### config.mk
export PLATFORM = sky130hd
export DESIGN_NAME = cpu_controller
export DESIGN_NICKNAME = d
export VERILOG_FILES = /design/src/rtl/cpu_controller_pkg.sv /design/src/rtl/cpu_controller_phase_counter.sv /design/src/rtl/cpu_controller.sv
export SDC_FILE = /design/constraint.sdc
export NUM_CORES = 1
export LEC_CHECK = 0
export CAP_MARGIN = 20
export CORE_AREA = 2 2 39 41
export DETAILED_ROUTE_END_ITERATION = 8
export DIE_AREA = 0 0 41 43
export GPL_ROUTABILITY_DRIVEN = 0
export PLACE_DENSITY_LB_ADDON = 0.2
export SLEW_MARGIN = 20
export SYNTH_ARGS = -nofsm -noshare
export SYNTH_HDL_FRONTEND = slang
export SYNTH_SLANG_ARGS = --single-unit
### constraint.sdc
create_clock -name clk -period 4.4 [get_ports clk]
set_input_delay 0.88 -clock clk [delete_from_list [all_inputs] [get_ports clk]]
set_output_delay 0.88 -clock clk [all_outputs]
set_load 0.05 [all_outputs]
### src/rtl/cpu_controller_pkg.sv
// cpu_controller_pkg: shared definitions for the CPU controller, its phase
// sequencer and anything that needs to speak opcodes or phases.
//   opcode_e : 3-bit instruction opcode encodings
//   phase_e  : 3-bit instruction phase encodings (sequencer order)
//   is_aluop : opcodes that read an operand and load the accumulator
package cpu_controller_pkg;

    typedef enum logic [2:0] {
        HLT = 3'd0,
        SKZ = 3'd1,
        ADD = 3'd2,
        AND = 3'd3,
        XOR = 3'd4,
        LDA = 3'd5,
        STO = 3'd6,
        JMP = 3'd7
    } opcode_e;

    typedef enum logic [2:0] {
        INST_ADDR  = 3'd0,
        INST_FETCH = 3'd1,
        INST_LOAD  = 3'd2,
        IDLE       = 3'd3,
        OP_ADDR    = 3'd4,
        OP_FETCH   = 3'd5,
        ALU_OP     = 3'd6,
        STORE      = 3'd7
    } phase_e;

    function automatic logic is_aluop(input opcode_e op);
        return (op == ADD) || (op == AND) || (op == XOR) || (op == LDA);
    endfunction

endpackage

### src/rtl/cpu_controller_phase_counter.sv
// phase_counter: 3-bit instruction phase sequencer.
//   clk   : clock, rising edge
//   rst   : synchronous active-high reset to INST_ADDR
//   en    : advance one phase per cycle when high, hold when low
//   phase : current phase, wraps STORE -> INST_ADDR
module phase_counter
    import cpu_controller_pkg::*;
(
    input  logic   clk,
    input  logic   rst,
    input  logic   en,
    output phase_e phase
);

    phase_e phase_q;
    phase_e phase_d;

    always_comb begin
        phase_d = phase_q;
        if (en) begin
            // natural 3-bit overflow gives the 7 -> 0 wrap
            phase_d = phase_e'(phase_q + 3'd1);
        end
    end

    always_ff @(posedge clk) begin
        if (rst) begin
            phase_q <= INST_ADDR;
        end else begin
            phase_q <= phase_d;
        end
    end

    assign phase = phase_q;

endmodule

### src/rtl/cpu_controller.sv
// cpu_controller: eight-phase control sequencer for a simple accumulator CPU.
//   clk    : clock, rising edge
//   rst    : synchronous active-high reset (also leaves the halted state)
//   opcode : IR opcode field, stable from IDLE through STORE
//   zero   : accumulator-is-zero flag
//   sel    : address mux select (1 = PC, 0 = IR operand)
//   rd     : memory read strobe        wr     : memory write strobe
//   ld_ir  : IR load enable            ld_ac  : accumulator load enable
//   inc_pc : PC increment              ld_pc  : PC load (jump)
//   data_e : accumulator drives data bus
//   halt   : CPU halted indication     phase  : current phase (debug)
// Strobes are decoded combinationally from phase, opcode, zero and halted.
module cpu_controller
    import cpu_controller_pkg::*;
(
    input  logic       clk,
    input  logic       rst,
    input  logic [2:0] opcode,
    input  logic       zero,
    output logic       sel,
    output logic       rd,
    output logic       ld_ir,
    output logic       ld_ac,
    output logic       inc_pc,
    output logic       ld_pc,
    output logic       wr,
    output logic       data_e,
    output logic       halt,
    output logic [2:0] phase
);

    opcode_e op;
    phase_e  phase_w;
    logic    halted_q;
    logic    halted_d;
    logic    aluop;

    assign op    = opcode_e'(opcode);
    assign aluop = is_aluop(op);

    phase_counter u_phase_counter (
        .clk   (clk),
        .rst   (rst),
        .en    (!halted_q),
        .phase (phase_w)
    );

    // The edge that leaves OP_ADDR with HLT still advances the sequencer
    // (enable is taken from the pre-edge flag), so the freeze lands on OP_FETCH.
    always_comb begin
        halted_d = halted_q;
        if (!halted_q && (phase_w == OP_ADDR) && (op == HLT)) begin
            halted_d = 1'b1;
        end
    end

    always_ff @(posedge clk) begin
        if (rst) begin
            halted_q <= 1'b0;
        end else begin
            halted_q <= halted_d;
        end
    end

    always_comb begin
        sel    = 1'b0;
        rd     = 1'b0;
        ld_ir  = 1'b0;
        ld_ac  = 1'b0;
        inc_pc = 1'b0;
        ld_pc  = 1'b0;
        wr     = 1'b0;
        data_e = 1'b0;
        halt   = 1'b0;
        if (halted_q) begin
            halt = 1'b1;
        end else begin
            unique case (phase_w)
                INST_ADDR: begin
                    sel = 1'b1;
                end
                INST_FETCH: begin
                    sel = 1'b1;
                    rd  = 1'b1;
                end
                INST_LOAD, IDLE: begin
                    sel   = 1'b1;
                    rd    = 1'b1;
                    ld_ir = 1'b1;
                end
                OP_ADDR: begin
                    inc_pc = 1'b1;
                    halt   = (op == HLT);
                end
                OP_FETCH: begin
                    rd = aluop;
                end
                ALU_OP: begin
                    rd     = aluop;
                    inc_pc = (op == SKZ) && zero;
                    ld_pc  = (op == JMP);
                    data_e = (op == STO);
                end
                STORE: begin
                    rd     = aluop;
                    ld_ac  = aluop;
                    ld_pc  = (op == JMP);
                    wr     = (op == STO);
                    data_e = (op == STO);
                end
                default: begin
                end
            endcase
        end
    end

    assign phase = phase_w;

endmodule
# After elaboration in Yosys (flattened, before gate mapping)
# Index checks and enable logic that the tools add are counted.
# W data, S select, Z words.
# totals
out_inout_bits	12
romBits	0
ram_bits	0
latchBits	0
wordCells	49
memories	0
input_bits	6
register_bits	4
# classes
n_eq_ne	14
div	0
n_mux	18
n_bitwise	0
n_mul	0
shifts	0
magnitude_cmp	0
n_reduce_logical	14
addsub	1
# op_table
operator	n
$eq A3 B3 Y1 const B	8
$mux W1	16
$eq A3 B2 Y1 const B	4
$eq A3 B1 Y1 const B	2
$logic_not A3 Y1	2
$reduce_or A3 Y1	2
$pmux W1 S2	2
$reduce_or A2 Y1	2
$reduce_or A4 Y1	1
$add A3 B1 Y3 const B	1
$logic_and A1 B1 Y1	3
$logic_or A1 B1 Y1	3
$logic_not A1 Y1	1

# Logic depth before layout (Yosys ltp)
# Gate-level depths: netlist (run 1).
# depth
depth_word	6
mapped_depth	5
depth_no_buf	5

# Cells and area by module
# Synthesis (run 1) repeated with hierarchy kept, for this count alone.
# hier_totals
hier_cells	33
hier_area_um2	292.8
# modules_own_cells
module	n_inst	area_per_inst_um2	seq_area_each_um2	cells_each
cpu_controller	1	171.4	20.0	22
phase_counter	1	121.4	60.1	11

# Worst setup path after synthesis (run 1)
# No wires, ideal clock.
# synth_path
path_kind	reg-to-output
from	register u_phase_counter.phase_q[0], in the netlist u_phase_counter.phase[0]
to	output data_e
path_stages_with_launch	5
t_arrival_ps	2733
setup_slack_ps	787
t_required_ps	3520
path_buffers	0
cell_sequence	dfxtp_1 ha_1 ha_1 a21oi_1 nor4_1
# synth_via
elab_chain_cells	4
word_cells_on_any_way	5
cone_classes	eq/ne (2); mux (2); reduce/logical (1)
# synth_lines
item	line_no	source
start: declaration	cpu_controller_phase_counter.sv:15	phase_e phase_q;
start signal: assignment	cpu_controller_phase_counter.sv:30	phase_q <= phase_d;
$eq A3 B3 Y1	cpu_controller.sv:78	unique case (phase_w)
$reduce_or A2 Y1 (no line) (*)	n/a	
$mux W1 (*)	n/a	
$mux W1 (*)	cpu_controller.sv:75	if (halted_q) begin
end: declaration	cpu_controller.sv:27	output logic data_e,
# Mark *: on every way between the ends. The rest lies on a longest branch, timed or not.

# Final worst setup path (run 1)
# layout_path
from	input opcode[1]
to	output inc_pc
# layout_via
elab_chain_cells	4
# layout_lines
item	line_no	source
start: declaration	cpu_controller.sv:18	input logic [2:0] opcode,
$eq A3 B1 Y1	cpu_controller.sv:100	inc_pc = (op == SKZ) && zero;
$logic_and A1 B1 Y1	cpu_controller.sv:100	
$pmux W1 S2	cpu_controller.sv:78	
$mux W1	cpu_controller.sv:75	
end: declaration	cpu_controller.sv:24	output logic inc_pc,
# No other way between the ends.

==> impl_metrics.ini, run 1 <==
[run_status]
status = finished clean

[run]
cap_violations = 0

[cts]
cts.htree.levels = 1
cts_hold_buf = 0
clock_path_buffers = 2
cts_root_buf = clkbuf_4
tritoncts = done
cts_setup_buffers = 0
cts_resized = 0
clk_pin_slew_ps = 30
numCtsBuffers = 3
clock_sinks = 4
clock_latency_ps = 230

[global_routing]
grt_overflow_total = 0
grt_pass1_vias = 340
gr-usage-all-layers_pct = 11.6
grt_pass1_wl_mm = 1.42
antenna_found_initial = 0
grt_max_degree = 14

[layout]
nets = 77
drive_gt1_share_pct = 9.52
diodes = 0
final_cell_mix = clkdlybuf4s50_1, nor2_1, ha_1
final_common_cell = clkdlybuf4s50_1
final_cells = 79
syn_to_final_growth_pct = 58.5

[synthesis]
avgSynthCellArea_sq_um = 8.08
ys_seq_area_share_pct = 22.5
netlist_area_sq_um = 355
synth-adder-area-share_pct = 21.1
yosys.area_share.simple_pct = 22.5
ys_ff_latch = 4
synth_mux_area_share_pct = 2.82
ys_types = 21
synth_compound_area_share_pct = 20.4
synth-xor-area-share_pct = 4.93
synth_top_family_by_area = simple AND/OR/NAND/NOR gates
yosysWarnings = 0
syn_nets = 56
syn_inst = 44

[die]
rows = 14
dieArea_sq_um = 1760
start_util_pct = 25.7
num_io_pins = 18
die_y_microns = 43
die_x_microns = 41
core_sq_um = 1380

[worst_setup_path]
slowest_stage = clkdlybuf4s50_1
crit_fanout = 3
r2r_end = halted_q
r2r_cells = 4
worstPathArrival_ps = 2700
r2r_slack_ps = 3100
critPathCaptureType = output pin
crit_top_cell = clkdlybuf4s50_1
critPathMaxStageDelay_ps = 850
r2r_start = u_phase_counter.phase[0]
crit_type = in -> out
crit_path_start = opcode[1]
critical_path_required_ps = 3520
crit_chain = clkdlybuf4s50_1, nor2_1, a41oi_1, nor4_1, clkdlybuf4s50_1
start_kind = input pin
crit_end = inc_pc

[sta]
tns_ps = 0
slew_headroom_pct = 66.8
skew_ps = 1.21
period_share_pct = 81.3
finalSetupViolCount = 0
setup_ws_ps = 823
hold_violations = 0
tightest_slew_ps = 496
drv_slew = 0
min_period_ps = 3580
rsz0062_at_grt = false
clock.fmax_mhz = 280

[route]
drt_iter0_markers = 6
drc_errors = 0
vias = 366
wl_per_cell_microns = 10.3
final_antenna_net_count = 0
first_pass_iters = 2
drt-total-wl_microns = 813
vias_per_cell = 4.63

[place]
place_ws_ps = 840
placedCellCount = 76
io_buffers = 17
dp_hpwl_microns = 663

[hold_path]
hp-class = reg -> reg

[power_and_ir_drop]
ir_drop_uv = 127
leakagePower_nw = 0.237
powerDensity_nw_per_um2 = 294
-- report_power, final --
part	switching [mW]	internal, mW
sequential	0.00446	0.0391
combinational	0.0483	0.0302
clock	0.0131	0.0304
total	0.0659	0.0998
-- layout make-up --
type,instances,area (sq um)
clock buffer,3,22.5
fill,152,821
inverter,4,15.0
multi-input combinational,35,255
sequential,4,80.1
tap,16,20.0
timing repair buffer,17,170
-- kinds of logic (layout without fill, tap and decap cells) --
kind of cell             after synthesis  count (layout)
flip-flops                             4               4
XOR/XNOR                               2               2
AND/OR/NAND/NOR                       17              17
AO/OA/AOI/OAI                          9               9
multiplexers                           1               1
buffers and inverters                  5              24
adder cells (fa/ha/maj)                6               6
-- critical path, delay by kind of cell --
family,cells,cell delay (ps)
simple gates,2,380
buf+inv,2,1300
compound gates,1,130
-- synth_stat cells, drive strengths merged --
| library cell | count | share of area [%] |
|---|---|---|
| a21oi | 4 | 5.6 |
| a41o | 1 | 2.8 |
| a41oi | 1 | 2.5 |
| buf | 1 | 1.4 |
| dfxtp | 4 | 23 |
| ha | 6 | 21 |
| inv | 4 | 4.2 |
| mux2i | 1 | 2.8 |
| nand2 | 1 | 1.1 |
| nand2b | 1 | 1.8 |
| nor2 | 9 | 9.5 |
| nor2b | 1 | 1.8 |
| nor3 | 1 | 1.4 |
| nor4 | 3 | 5.3 |
| o21ba | 1 | 2.8 |
| o21bai | 1 | 2.1 |
| o41ai | 1 | 4.6 |
| or3 | 1 | 1.8 |
| xnor2 | 1 | 2.5 |
| xor2 | 1 | 2.5 |
-- state kept, by name, indices dropped and copies added (netlist names) --
signal,cells
u_phase_counter.phase,3
halted_q,1
-- per-layer routing --
| metal | part of all wire [%] | vias up | global-route usage [%] |
|---|---|---|---|
| li1 | - | 195 | - |
| met5 | 0 | - | 0 |
| met3 | 4.7 | 0 | 1.57 |
| met2 | 49 | 9 | 15.9 |
| met4 | 0 | 0 | 8.00 |
| met1 | 46 | 162 | 16.1 |
-- worst min-delay path by stage --
stage	start	to	slack, ps	depth (start not counted)
after global placement	u_phase_counter.phase[1]	u_phase_counter.phase[1]	570	2
after detailed placement	u_phase_counter.phase[1]	u_phase_counter.phase[1]	580	2
after CTS	u_phase_counter.phase[1]	u_phase_counter.phase[1]	580	2
final	u_phase_counter.phase[1]	u_phase_counter.phase[1]	580	2
after floorplan	halted_q	u_phase_counter.phase[1]	700	3
after global routing	u_phase_counter.phase[1]	u_phase_counter.phase[1]	640	2
-- metrics by stage --
stage	area (sq um)	hold WS [ps]	total power, mW	utilization [%]
after floorplan	355	696	0.0970	-
after global placement	541	575	0.123	39.1
after detailed placement	541	576	0.123	39.1
after CTS	563	583	0.169	40.7
after global routing	563	640	0.178	40.7
final	563	576	0.166	40.7
Power figures use the tool's default switching activity.
==> run 2: changes to the inputs <==
clock period = 3.03 ns   (was 4.4 ns; I/O delays follow)
==> impl_metrics.ini, run 2 (synthesis gave the netlist of run 1 again) <==
[place]
io_buffers = 17
placedCellCount = 76
dp_hpwl_microns = 691

[layout]
syn_to_final_growth_pct = 64.8
diodes = 0
largest_reg_flops = 3
fillers = 148
final_cells = 79
drive_gt1_share_pct = 20.6
nets = 77
final_cell_mix = nor2_1, clkdlybuf4s50_1, ha_1

[power_and_ir_drop]
pwr-share-clk_pct = 25.7
switchingPower_mw = 0.0987
swShare_pct = 39.4
leakagePower_nw = 0.266
p_int_mw = 0.152
powerDensity_nw_per_um2 = 427
ir_drop_uv = 180
seqPwrFrac_pct = 25.2
combPwrFrac_pct = 49.1

[hold_path]
hp-class = reg -> reg

[worst_setup_path]
critical_path_required_ps = 2420
critPathBufInv = 1
start_kind = register
critPathMaxStageDelay_ps = 810
cpLargestDelayFamily = buffers and inverters
crit_type = reg -> out
slowest_stage = clkdlybuf4s50_1
worstPathArrival_ps = 2050
critPathCaptureType = output pin
crit_fanout = 7
crit_chain = ha_1, ha_1, a21oi_1, nor2_1, clkdlybuf4s50_1
crit_top_cell = ha_1

[cts]
cts.htree.levels = 1
tritoncts = done
numCtsBuffers = 3
cts_setup_buffers = 0
cts_hold_buf = 0
clk_pin_slew_ps = 40
cts_resized = 0
cts_root_buf = clkbuf_4
clock_latency_ps = 230
clock_path_buffers = 2
clock_sinks = 4

[die]
num_io_pins = 18
start_util_pct = 25.7
die_y_microns = 43
die_x_microns = 41
core_sq_um = 1380
rows = 14
dieArea_sq_um = 1760

[global_routing]
grt_max_degree = 14
grt_overflow_total = 0
antenna_found_initial = 0
grt_pass1_wl_mm = 1.28
grt_pass1_vias = 320
gr-usage-all-layers_pct = 10.9

[sta]
period_share_pct = 87.8
rsz0062_at_grt = false
finalSetupViolCount = 0
clock.fmax_mhz = 376
min_period_ps = 2660
slew_headroom_pct = 66.3
fin_hold_ws_ps = 579
hold_violations = 0
drv_slew = 0
tightest_slew_ps = 500
skew_ps = 0.493

[route]
vias_per_cell = 4.52
first_pass_iters = 4
drt-total-wl_microns = 831
drc_errors = 0
wl_per_cell_microns = 10.5
drt_iter0_markers = 3
final_antenna_net_count = 0
vias = 357

[run_status]
status = finished clean

[run]
cap_violations = 0
[run 2: cell count changes in the layout (fill, tap and decap cells not counted)]
| cell | previous run | this run |
|---|---|---|
| dlymetal6s2s_1 | 0 | 1 |
| buf_12 | 0 | 3 |
| clkdlybuf4s50_1 | 17 | 9 |
| buf_4 | 0 | 4 |
[run 2: worst reg2reg max path: cells and delay by family, from the launching register on]
kind / cells / cell delay (ps)
compound gates: 1 / 260
fa+ha+maj: 1 / 230
buf+inv: 1 / 100
flops: 1 / 450
simple gates: 1 / 130
[run 2: cell type report]
cell class                 count  area [sq um]  area share (%)
tap                           16          20.0            3.42
multi-input combinational     35           255            43.6
inverter                       4          15.0            2.56
sequential                     4          80.1            13.7
timing repair buffer          17           193            32.9
clock buffer                   3          22.5            3.85
[run 2: final timing paths]
kind / startpoint / slack (ps) / to / depth (start not counted)
setup / recovery: u_phase_counter.phase[0] / 370 / ld_ir / 5
hold / removal: u_phase_counter.phase[1] / 580 / u_phase_counter.phase[1] / 2
setup reg to reg: u_phase_counter.phase[0] / 1750 / halted_q / 4
hold reg to reg: u_phase_counter.phase[1] / 580 / u_phase_counter.phase[1] / 2
[run 2: power by group through the flow]
stage / sequential, mW / combinational [mW] / clock [mW]
2_1_floorplan: 0.0754 / 0.0655 / 0
3_3_place_gp: 0.0637 / 0.124 / 0
3_5_place_dp: 0.0640 / 0.124 / 0
4_1_cts: 0.0631 / 0.124 / 0.0685
5_1_grt: 0.0640 / 0.131 / 0.0723
6_report: 0.0631 / 0.123 / 0.0643
[run 2: metrics by stage]
stage | area, sq um | util, % | power (mW) | setup slack (ps) | setup TNS [ps]
after floorplan | 355 | - | 0.141 | -309 | -762
final | 586 | 42.3 | 0.250 | 371 | 0
after CTS | 583 | 42.1 | 0.256 | 63.4 | 0
after detailed placement | 561 | 40.5 | 0.188 | 323 | 0
after global routing | 586 | 42.3 | 0.267 | 225 | 0
after global placement | 561 | 40.5 | 0.188 | 371 | 0
[run 2: layer usage]
layer  part of all wire, %  track usage [%]  vias to the layer above
li1                      -                -                      192
met1                    44             12.2                      156
met2                    52             16.6                        9
met3                   4.3             3.14                        0
met4                     0             8.00                        0
met5                     0                0                        -
==> run 3: changes to the inputs <==
SLEW_MARGIN = unset   (was 20)
==> results of run 3 <==
The final DEF is identical to that of run 2; final timing and power are the same.
==> patch, RTL diff (config.mk and constraints of run 3) <==
Make the reset (`rst`) asynchronous in 2 clocked blocks. Comments in the files are not updated.
--- a/src/rtl/cpu_controller_phase_counter.sv
+++ b/src/rtl/cpu_controller_phase_counter.sv
@@ -24,5 +24,5 @@
     end
 
-    always_ff @(posedge clk) begin
+    always_ff @(posedge clk or posedge rst) begin
         if (rst) begin
             phase_q <= INST_ADDR;
--- a/src/rtl/cpu_controller.sv
+++ b/src/rtl/cpu_controller.sv
@@ -55,5 +55,5 @@
     end
 
-    always_ff @(posedge clk) begin
+    always_ff @(posedge clk or posedge rst) begin
         if (rst) begin
             halted_q <= 1'b0;
Check against the original RTL: differs if rst is asserted again (counterexample within 4 cycles, from zero or initial values and one cycle with rst high); with rst held inactive, the same outputs for 10 cycles.
==> patch against run 3 <==
- first-iteration DRC count shrank 100%
- critical path depth unchanged
- sequential cell count is the same
- synthesized area grew 3.2%
- maximum frequency decreased by 1.4%
- cell area increased by 3.2%
- sequential share of layout area increased by 2.9 points
- wire length grew 3.0%
- clock skew up 0.93 ps
- setup slack lost 38 ps
- critical endpoint unchanged
Power is not compared: it rests on default switching activity, and its combinational part moved more than twofold at a synthesized area within 25%.
==> patch: results <==
[status]
status = completed

[detailed_routing]
drtIter0Drc = 0
drt_wl_total_microns = 856
viasPerCell = 4.91
dr.pass1.iters = 1

[synth]
synthArstFlopShare_pct = 100
synth.area.mux_share_pct = 5.80
synth.distinct_cells = 20
synth_nets = 53
yosysTopAreaCellShare_pct = 27.3
yosysSeqAreaShare_pct = 27.3
synth_flop_cell = dfrtp_1
synthAdderAreaFrac_pct = 20.5
synth_xor_area_share_pct = 4.78
synth_area_leaders = dfrtp_1, ha_1, nor4_1, a41o_1, inv_1
synth_compound_area_share_pct = 17.4
synth_common_cells = ha_1, inv_1, dfrtp_1, nor2_1, nor4_1

[final_layout]
nFillCells = 138
fin_nets = 75
drive_gt1_share_pct = 21.3

[global_routing]
grt_util_all_layers_pct = 13.0
grt_pass1_wl_mm = 1.56
grt_pass1_vias = 392
grt_start_max_net_pins = 13

[place]
dp_slack_ps = 376

[worst_setup_path]
cp.arrival_ps = 2090
r2r_cells = 3
r2r_start = u_phase_counter.phase[0]
rr_endpoint = u_phase_counter.phase[1]

[sta]
tightest_slew_ps = 497
fin_skew_ps = 1.42
hold_slack_ps = 548

[worst_hold_path]
min_path_type = in2async

[clocking]
cts_buffers = 3
clk_pin_slew_worst_paths_ps = 40
htreeDepth = 1
[patch: worst max-delay path by stage]
| stage | to | slack, ps | cells after the start |
|---|---|---|---|
| after CTS | sel | 120 | 5 |
| after floorplan | data_e | -310 | 4 |
| after detailed placement | sel | 380 | 5 |
| after global placement | inc_pc | 420 | 6 |
| after global routing | ld_ir | 190 | 5 |
| final | ld_ir | 330 | 5 |
[patch: worst reg2reg max path, delay by kind of cell, from the launching register on]
| family | cells | cell delay, ps |
|---|---|---|
| buffers and inverters | 1 | 100 |
| adder cells (fa/ha/maj) | 1 | 290 |
| multiplexers | 1 | 280 |
| flip-flops | 1 | 480 |
[patch: logic make-up after synthesis]
group | count (synthesis)
buffers and inverters | 7
AND/OR/NAND/NOR | 12
AO/OA/AOI/OAI | 8
XOR/XNOR | 2
multiplexers | 2
adder cells (fa/ha/maj) | 6
flip-flops | 4
[patch: power by group through the flow]
stage	Combinational (uW)	Clock [uW]	Sequential [uW]
floorplan	331	0	193
global placement	567	0	147
detailed placement	566	0	148
CTS	568	69.9	147
global route	608	75.8	158
finish	561	64.7	147
[patch: layout make-up]
cell class	count	area share [%]
flip-flops and latches	4	16.6
clock buffers	3	3.73
multi-input cells	30	39.5
repair buffers	18	33.1
well taps	16	3.31
inverters	6	3.73
[patch: per-layer routing]
| metal | global-route usage (%) | up-vias | part of all wire, % |
|---|---|---|---|
| li1 | - | 188 | - |
| met1 | 17.0 | 183 | 45 |
| met2 | 18.1 | 7 | 52 |
| met3 | 3.14 | 0 | 2.9 |
| met4 | 8.67 | 0 | 0 |
| met5 | 0 | - | 0 |
[patch: per-stage QoR]
step	cell area (sq um)	instances
2_1_floorplan	367	41
3_3_place_gp	579	74
3_5_place_dp	579	74
4_1_cts	602	77
5_1_grt	604	77
6_report	604	77
[patch: repair_timing]
action	in CTS	in global routing
buffers inserted	0	0
gates resized for setup	0	1
setup endpoints to repair	0	1
